**src/rtl/intc_pkg.sv**
```systemverilog
// Shared definitions for the interrupt controller.
// Holds the FSM state type, the default geometry constants, the
// priority-encoder result struct and helper functions.
package intc_pkg;

    localparam int unsigned NSRC       = 4;
    localparam int unsigned PC_W       = 10;
    localparam int unsigned IDX_W      = $clog2(NSRC);
    localparam int unsigned VEC_STRIDE = 16;
    localparam logic [PC_W-1:0] VEC_BASE = 10'h3C0;

    typedef enum logic {
        IDLE = 1'b0,
        REQ  = 1'b1
    } state_e;

    typedef struct packed {
        logic             valid;
        logic [IDX_W-1:0] idx;
    } prio_t;

    // Lowest-index set bit wins (bit 0 = highest priority).
    function automatic prio_t prio_enc(input logic [NSRC-1:0] v);
        prio_t r;
        r = '0;
        for (int i = int'(NSRC) - 1; i >= 0; i--) begin
            if (v[i]) begin
                r.valid = 1'b1;
                r.idx   = IDX_W'(i);
            end
        end
        return r;
    endfunction

    // Handler address for a source index, truncated to the PC width.
    function automatic logic [PC_W-1:0] vec_addr(input logic [IDX_W-1:0] idx);
        return VEC_BASE + PC_W'(32'(idx) * VEC_STRIDE);
    endfunction

endpackage

```
**src/rtl/intc_sync.sv**
```systemverilog
// Per-bit two-flop synchronizer followed by a rising-edge detector.
// Ports:
//   clk, reset (async, active-low)
//   async_i  : raw asynchronous inputs
//   rise_c   : combinational one-cycle pulse on a synchronized 0->1 transition
module intc_sync #(
    parameter int unsigned W = 4
) (
    input  logic         clk,
    input  logic         reset,
    input  logic [W-1:0] async_i,
    output logic [W-1:0] rise_c
);

    logic [W-1:0] meta_q, meta_d;
    logic [W-1:0] sync_q, sync_d;
    logic [W-1:0] prev_q, prev_d;

    // Next-state for the synchronizer chain and edge-history flop.
    always_comb begin
        meta_d = async_i;
        sync_d = meta_q;
        prev_d = sync_q;
    end

    always_ff @(posedge clk or negedge reset) begin
        if (!reset) begin
            meta_q <= '0;
            sync_q <= '0;
            prev_q <= '0;
        end else begin
            meta_q <= meta_d;
            sync_q <= sync_d;
            prev_q <= prev_d;
        end
    end

    assign rise_c = sync_q & ~prev_q;

endmodule

```
**src/rtl/intc_ctrl.sv**
```systemverilog
// Interrupt controller: latches device requests, arbitrates them by fixed
// priority against the mask and the in-service set, and holds a
// request/vector to the control unit until it is acknowledged.
// Ports:
//   clk, reset (async, active-low)
//   irq_in     : raw device request lines (asynchronous)
//   mask_we    : mask register write strobe; mask_d is the new value
//   irq_ack    : control unit took the vector (pulse)
//   reti       : return-from-interrupt (pulse)
//   irq_req    : request to control unit; irq_vec is valid while it is high
//   pending    : latched, unserviced requests
//   in_service : levels currently being serviced
//   mask       : current mask register
// Build option: define INTC_NEST_EN to allow nesting by priority; otherwise
// only one level is serviced at a time and reti clears all of in_service.
module intc_ctrl
    import intc_pkg::*;
(
    input  logic            clk,
    input  logic            reset,
    input  logic [NSRC-1:0] irq_in,
    input  logic            mask_we,
    input  logic [NSRC-1:0] mask_d,
    input  logic            irq_ack,
    input  logic            reti,
    output logic            irq_req,
    output logic [PC_W-1:0] irq_vec,
    output logic [NSRC-1:0] pending,
    output logic [NSRC-1:0] in_service,
    output logic [NSRC-1:0] mask
);

    logic [NSRC-1:0] rise_c;

    state_e          state_q, state_d;
    logic            irq_req_q, irq_req_d;
    logic [PC_W-1:0] irq_vec_q, irq_vec_d;
    logic [IDX_W-1:0] idx_q, idx_d;
    logic [NSRC-1:0] pending_q, pending_d;
    logic [NSRC-1:0] in_service_q, in_service_d;
    logic [NSRC-1:0] mask_reg_q, mask_reg_d;

    logic [NSRC-1:0] above_c;
    logic [NSRC-1:0] reti_clr_c;
    logic [NSRC-1:0] elig_c;
    logic [NSRC-1:0] ack_set_c;
    prio_t           win_c;
    logic            ack_c;

    intc_sync #(.W(NSRC)) u_sync (
        .clk    (clk),
        .reset  (reset),
        .async_i(irq_in),
        .rise_c (rise_c)
    );

`ifdef INTC_NEST_EN
    prio_t is_top_c;

    // Only sources strictly above the highest in-service level may interrupt;
    // reti retires just that highest level.
    always_comb begin
        is_top_c   = prio_enc(in_service_q);
        above_c    = '1;
        reti_clr_c = '0;
        if (is_top_c.valid) begin
            for (int unsigned i = 0; i < NSRC; i++) begin
                above_c[i] = (i < 32'(is_top_c.idx));
            end
            reti_clr_c[is_top_c.idx] = reti;
        end
    end
`else
    // Single level: nothing is eligible while anything is in service.
    always_comb begin
        above_c    = (|in_service_q) ? '0 : '1;
        reti_clr_c = reti ? '1 : '0;
    end
`endif

    // Arbitration uses the registered mask, so a same-cycle write is not seen.
    always_comb begin
        elig_c = pending_q & mask_reg_q & above_c;
        win_c  = prio_enc(elig_c);
    end

    // Request FSM: request and vector stay frozen in REQ until acknowledged.
    always_comb begin
        state_d   = state_q;
        irq_req_d = irq_req_q;
        irq_vec_d = irq_vec_q;
        idx_d     = idx_q;
        ack_c     = 1'b0;
        case (state_q)
            IDLE: begin
                if (win_c.valid) begin
                    state_d   = REQ;
                    irq_req_d = 1'b1;
                    idx_d     = win_c.idx;
                    irq_vec_d = vec_addr(win_c.idx);
                end
            end
            REQ: begin
                if (irq_ack) begin
                    ack_c     = 1'b1;
                    irq_req_d = 1'b0;
                    state_d   = IDLE;
                end
            end
            default: begin
                state_d   = IDLE;
                irq_req_d = 1'b0;
            end
        endcase
    end

    // Status registers: a new edge beats the ack clear; reti clears before the ack sets.
    always_comb begin
        ack_set_c        = '0;
        ack_set_c[idx_q] = ack_c;
        pending_d        = (pending_q & ~ack_set_c) | rise_c;
        in_service_d     = (in_service_q & ~reti_clr_c) | ack_set_c;
        mask_reg_d       = mask_we ? mask_d : mask_reg_q;
    end

    always_ff @(posedge clk or negedge reset) begin
        if (!reset) begin
            state_q      <= IDLE;
            irq_req_q    <= 1'b0;
            irq_vec_q    <= '0;
            idx_q        <= '0;
            pending_q    <= '0;
            in_service_q <= '0;
            mask_reg_q   <= '0;
        end else begin
            state_q      <= state_d;
            irq_req_q    <= irq_req_d;
            irq_vec_q    <= irq_vec_d;
            idx_q        <= idx_d;
            pending_q    <= pending_d;
            in_service_q <= in_service_d;
            mask_reg_q   <= mask_reg_d;
        end
    end

    assign irq_req    = irq_req_q;
    assign irq_vec    = irq_vec_q;
    assign pending    = pending_q;
    assign in_service = in_service_q;
    assign mask       = mask_reg_q;

endmodule
```
**config.mk**
```make
export PLATFORM = sky130hd
export DESIGN_NAME = intc_ctrl
export DESIGN_NICKNAME = d
export VERILOG_FILES = /design/src/rtl/intc_pkg.sv /design/src/rtl/intc_sync.sv /design/src/rtl/intc_ctrl.sv
export SDC_FILE = /design/constraint.sdc
export NUM_CORES = 1
export LEC_CHECK = 0
export BUFFER_PORTS_ARGS = -buffer_cell sky130_fd_sc_hd__buf_2
export CORE_ASPECT_RATIO = 1.1
export CORE_MARGIN = 2
export CORE_UTILIZATION = 48
export DETAILED_ROUTE_END_ITERATION = 8
export PLACE_DENSITY = 0.87
export SYNTH_ARGS = -nofsm -noshare
export SYNTH_HDL_FRONTEND = slang
export SYNTH_SLANG_ARGS = --single-unit
```
**constraint.sdc**
```tcl
create_clock -name clk -period 1.7 [get_ports clk]
set_clock_uncertainty 0.05 [all_clocks]
set_input_delay 0.17 -clock clk [delete_from_list [all_inputs] [get_ports clk]]
set_output_delay 0.17 -clock clk [all_outputs]
set_load 0.1 [all_outputs]
```
==> run_results.csv <==
group,metric,value,unit
sta,min_period,1490,ps
finish,drive_gt1_share,51.6,%
synth,avgSynthCellArea,13.1,sq um
setup_path,cp-start-kind,"flop",
floorplan,start_util,49.8,%
sta,tightest_slew,604,ps
cts,post_cts_resized,0,
synth,synth_area,1100,sq um
synth,syn-instance-count,84,
detailed_routing,routed_wl,1940,um
global_route,grt_first_pass_wirelength,3130,um
place,globalplace.congestion,0.814,
detailed_routing,wl_per_cell,12.6,um
cts,clk_path_buf_depth,2,
cts,clock_latency,320,ps
sta,timing.fmax,673,MHz
finish,final_core_util,64.2,%
power_and_ir_drop,max-vdd-ir-drop,1210,uV
floorplan,dieArea,2690,sq um
finish,antenna_cells,0,
sta,tns,0,ps
cts,cts_tree,"built",
floorplan,die_h,54.2,um
sta,hold_viol_final,0,
run,max_cap_violations,0,
setup_path,crit_fanout,4,
cts,htreeDepth,2,
synth,netlist.area_leader.share,66.0,%
detailed_routing,num_vias,767,
global_route,grt-ovfl-total,0,
sta,rsz0062_at_grt,"no",
synth,synthTopCellsByCount,"29 x dfrtp_1, 8 x nand2_1, 8 x o21ai_0",
sta,finalSetupViolCount,0,
global_route,grt_max_degree,30,
synth,synthFlopType,"dfrtp_1",
detailed_routing,viasPerCell,4.98,
cts,clock_sinks,29,
global_route,antenna_found_initial,0,
cts,path_clk_slew,90,ps
power_and_ir_drop,power_density,2090,nW/um^2
detailed_routing,drt_iter0_drc,16,
synth,yosysTopAreaCell,"dfrtp_1",
finish,layout.cells.non_filler,154,
place,dpl.hpwl,1420,um
detailed_routing,ant_nets,0,
setup_path,critical_path_arrival,1640,ps
place,dp.cells,140,
finish,final_nets,136,
cts,cts_buffers,5,
sta,drv_slew,0,
outcome,status,"finished clean",
synth,yosys_warnings,0,
finish,area_delta_synth_final,28.9,%
detailed_routing,drc,0,
min_path,hp-class,"in2reg",
synth,synth-seq-cells,29,
power_and_ir_drop,leakage,0.000663,uW
synth,synth.most_common_cell,"dfrtp_1",
setup_path,cp.required,1860,ps
cts,cts-root-buf,"clkbuf_4",
setup_path,worstSetupPathType,"reg2reg",
place,port_buffers,31,
synth,synth-edff-count,0,
floorplan,io_pins,36,
floorplan,die_w,49.6,um
cts,cts_setup_buffers,0,
floorplan,rows,18,
sta,finalCritPeriodShare,87.5,%
floorplan,coreArea,2210,sq um
detailed_routing,first_pass_iters,4,
synth,ys_types,27,
synth,ys_seq_area_share,66.0,%
power_and_ir_drop,total_power,2960,uW
sta,slew_headroom,59.8,%
global_route,first_global_vias,717,
global_route,grt_usage,16.9,%
synth,async_reset_ff_share,100,%
synth,netlist_top_cells_area,"dfrtp_1 66%, buf_4 4.8%, mux2_2 4.1%",
setup_path,endpoint_kind,"flop",
==> state kept, by name, indices dropped and copies added (netlist names) <==
| name | cells |
|---|---|
| idx_q | 1 |
| in_service | 4 |
| irq_req | 1 |
| irq_vec | 2 |
| mask | 4 |
| pending | 4 |
| state_q | 1 |
| u_sync.meta_q | 4 |
| u_sync.prev_d | 4 |
| u_sync.prev_q | 4 |
==> kinds of logic (layout without fill, tap and decap cells) <==
| logic type | Yosys count | after routing | synth area share [%] |
|---|---|---|---|
| flops | 29 | 29 | 66.0 |
| simple gates | 17 | 17 | 8.87 |
| buf+inv | 17 | 54 | 8.53 |
| compound gates | 15 | 15 | 10.8 |
| mux | 5 | 5 | 5.46 |
| other cells | 1 | 4 | 0.341 |
==> cell usage in the layout (no fill, tap or decap) <==
cell type	count
a22oi_2	1
clkbuf_4	5
o21ai_0	8
dfrtp_4	3
nor2_1	1
dlygate4sd3_1	6
a21o_2	1
a2bb2oi_1	1
nor3_1	1
nand4_1	1
conb_1	4
nand4_4	1
a311oi_4	1
or3_1	1
dfrtp_2	9
clkinv_1	1
nand4b_1	1
clkinv_2	2
inv_2	1
inv_1	5
bufinv_16	1
mux2_2	4
o22ai_1	1
nand2_1	8
buf_2	31
o21a_1	1
clkinvlp_4	1
a221oi_1	1
clkbuf_8	1
mux2_4	1
dfrtp_1	17
or2_2	1
nand3_1	2
==> worst max-delay path: stages, from the launching register on <==
cell and delay, ps:
dfrtp_2 420, clkinv_2 70, nand4_4 140, a311oi_4 360, mux2_4 330
==> timing repair <==
item,in CTS,in global routing
endpoints found under the hold margin,34,0
hold buffers,6,0
setup endpoints to repair,0,0
==> routing by layer <==
layer | GRT usage [%] | routed length, um | vias up
met1 | 16.9 | 731 | 377
met5 | 0 | 0 | -
li1 | - | - | 351
met4 | 9.72 | 43 | 0
met3 | 8.06 | 163 | 5
met2 | 29.3 | 997 | 34
==> final timing paths <==
path	start	slack (ps)	to	cells past startpoint
hold / removal	mask_d[3]	30	mask[3]	2
hold reg to reg	u_sync.meta_q[0]	310	u_sync.prev_d[0]	0
max in group asynchronous	reset	810	pending[1]	2
setup reg to reg	in_service[2]	210	idx_q[0]	4
setup / recovery	in_service[2]	210	idx_q[0]	4
min in group asynchronous	reset	340	irq_vec[5]	2
==> report_power, final <==
part | leakage, uW | total, uW | internal [uW] | switching [uW]
registers | 0.000325 | 992 | 849 | 143
logic | 0.000293 | 1390 | 297 | 1090
clock network | 0.0000445 | 579 | 349 | 229
total | 0.000663 | 2960 | 1500 | 1470
==> final cells by class <==
| class | instances | area (sq um) |
|---|---|---|
| fill | 196 | 790 |
| sequential | 29 | 748 |
| multi-input combinational | 41 | 292 |
| timing repair buffer | 37 | 215 |
| clock buffer | 6 | 51.3 |
| clock inverter | 2 | 37.5 |
| tap | 30 | 37.5 |
| inverter | 9 | 36.3 |
==> metrics by stage <==
stage | hold WS [ps] | cell area, sq um | setup WS (ps)
6_report | 29.5 | 1420 | 213
5_1_grt | 11.6 | 1420 | 129
4_1_cts | 17.9 | 1420 | 194
3_5_place_dp | 165 | 1270 | 222
3_3_place_gp | 152 | 1270 | 288
2_1_floorplan | -176 | 1130 | 8.63
Note: power is estimated with default switching activity, not from simulation.
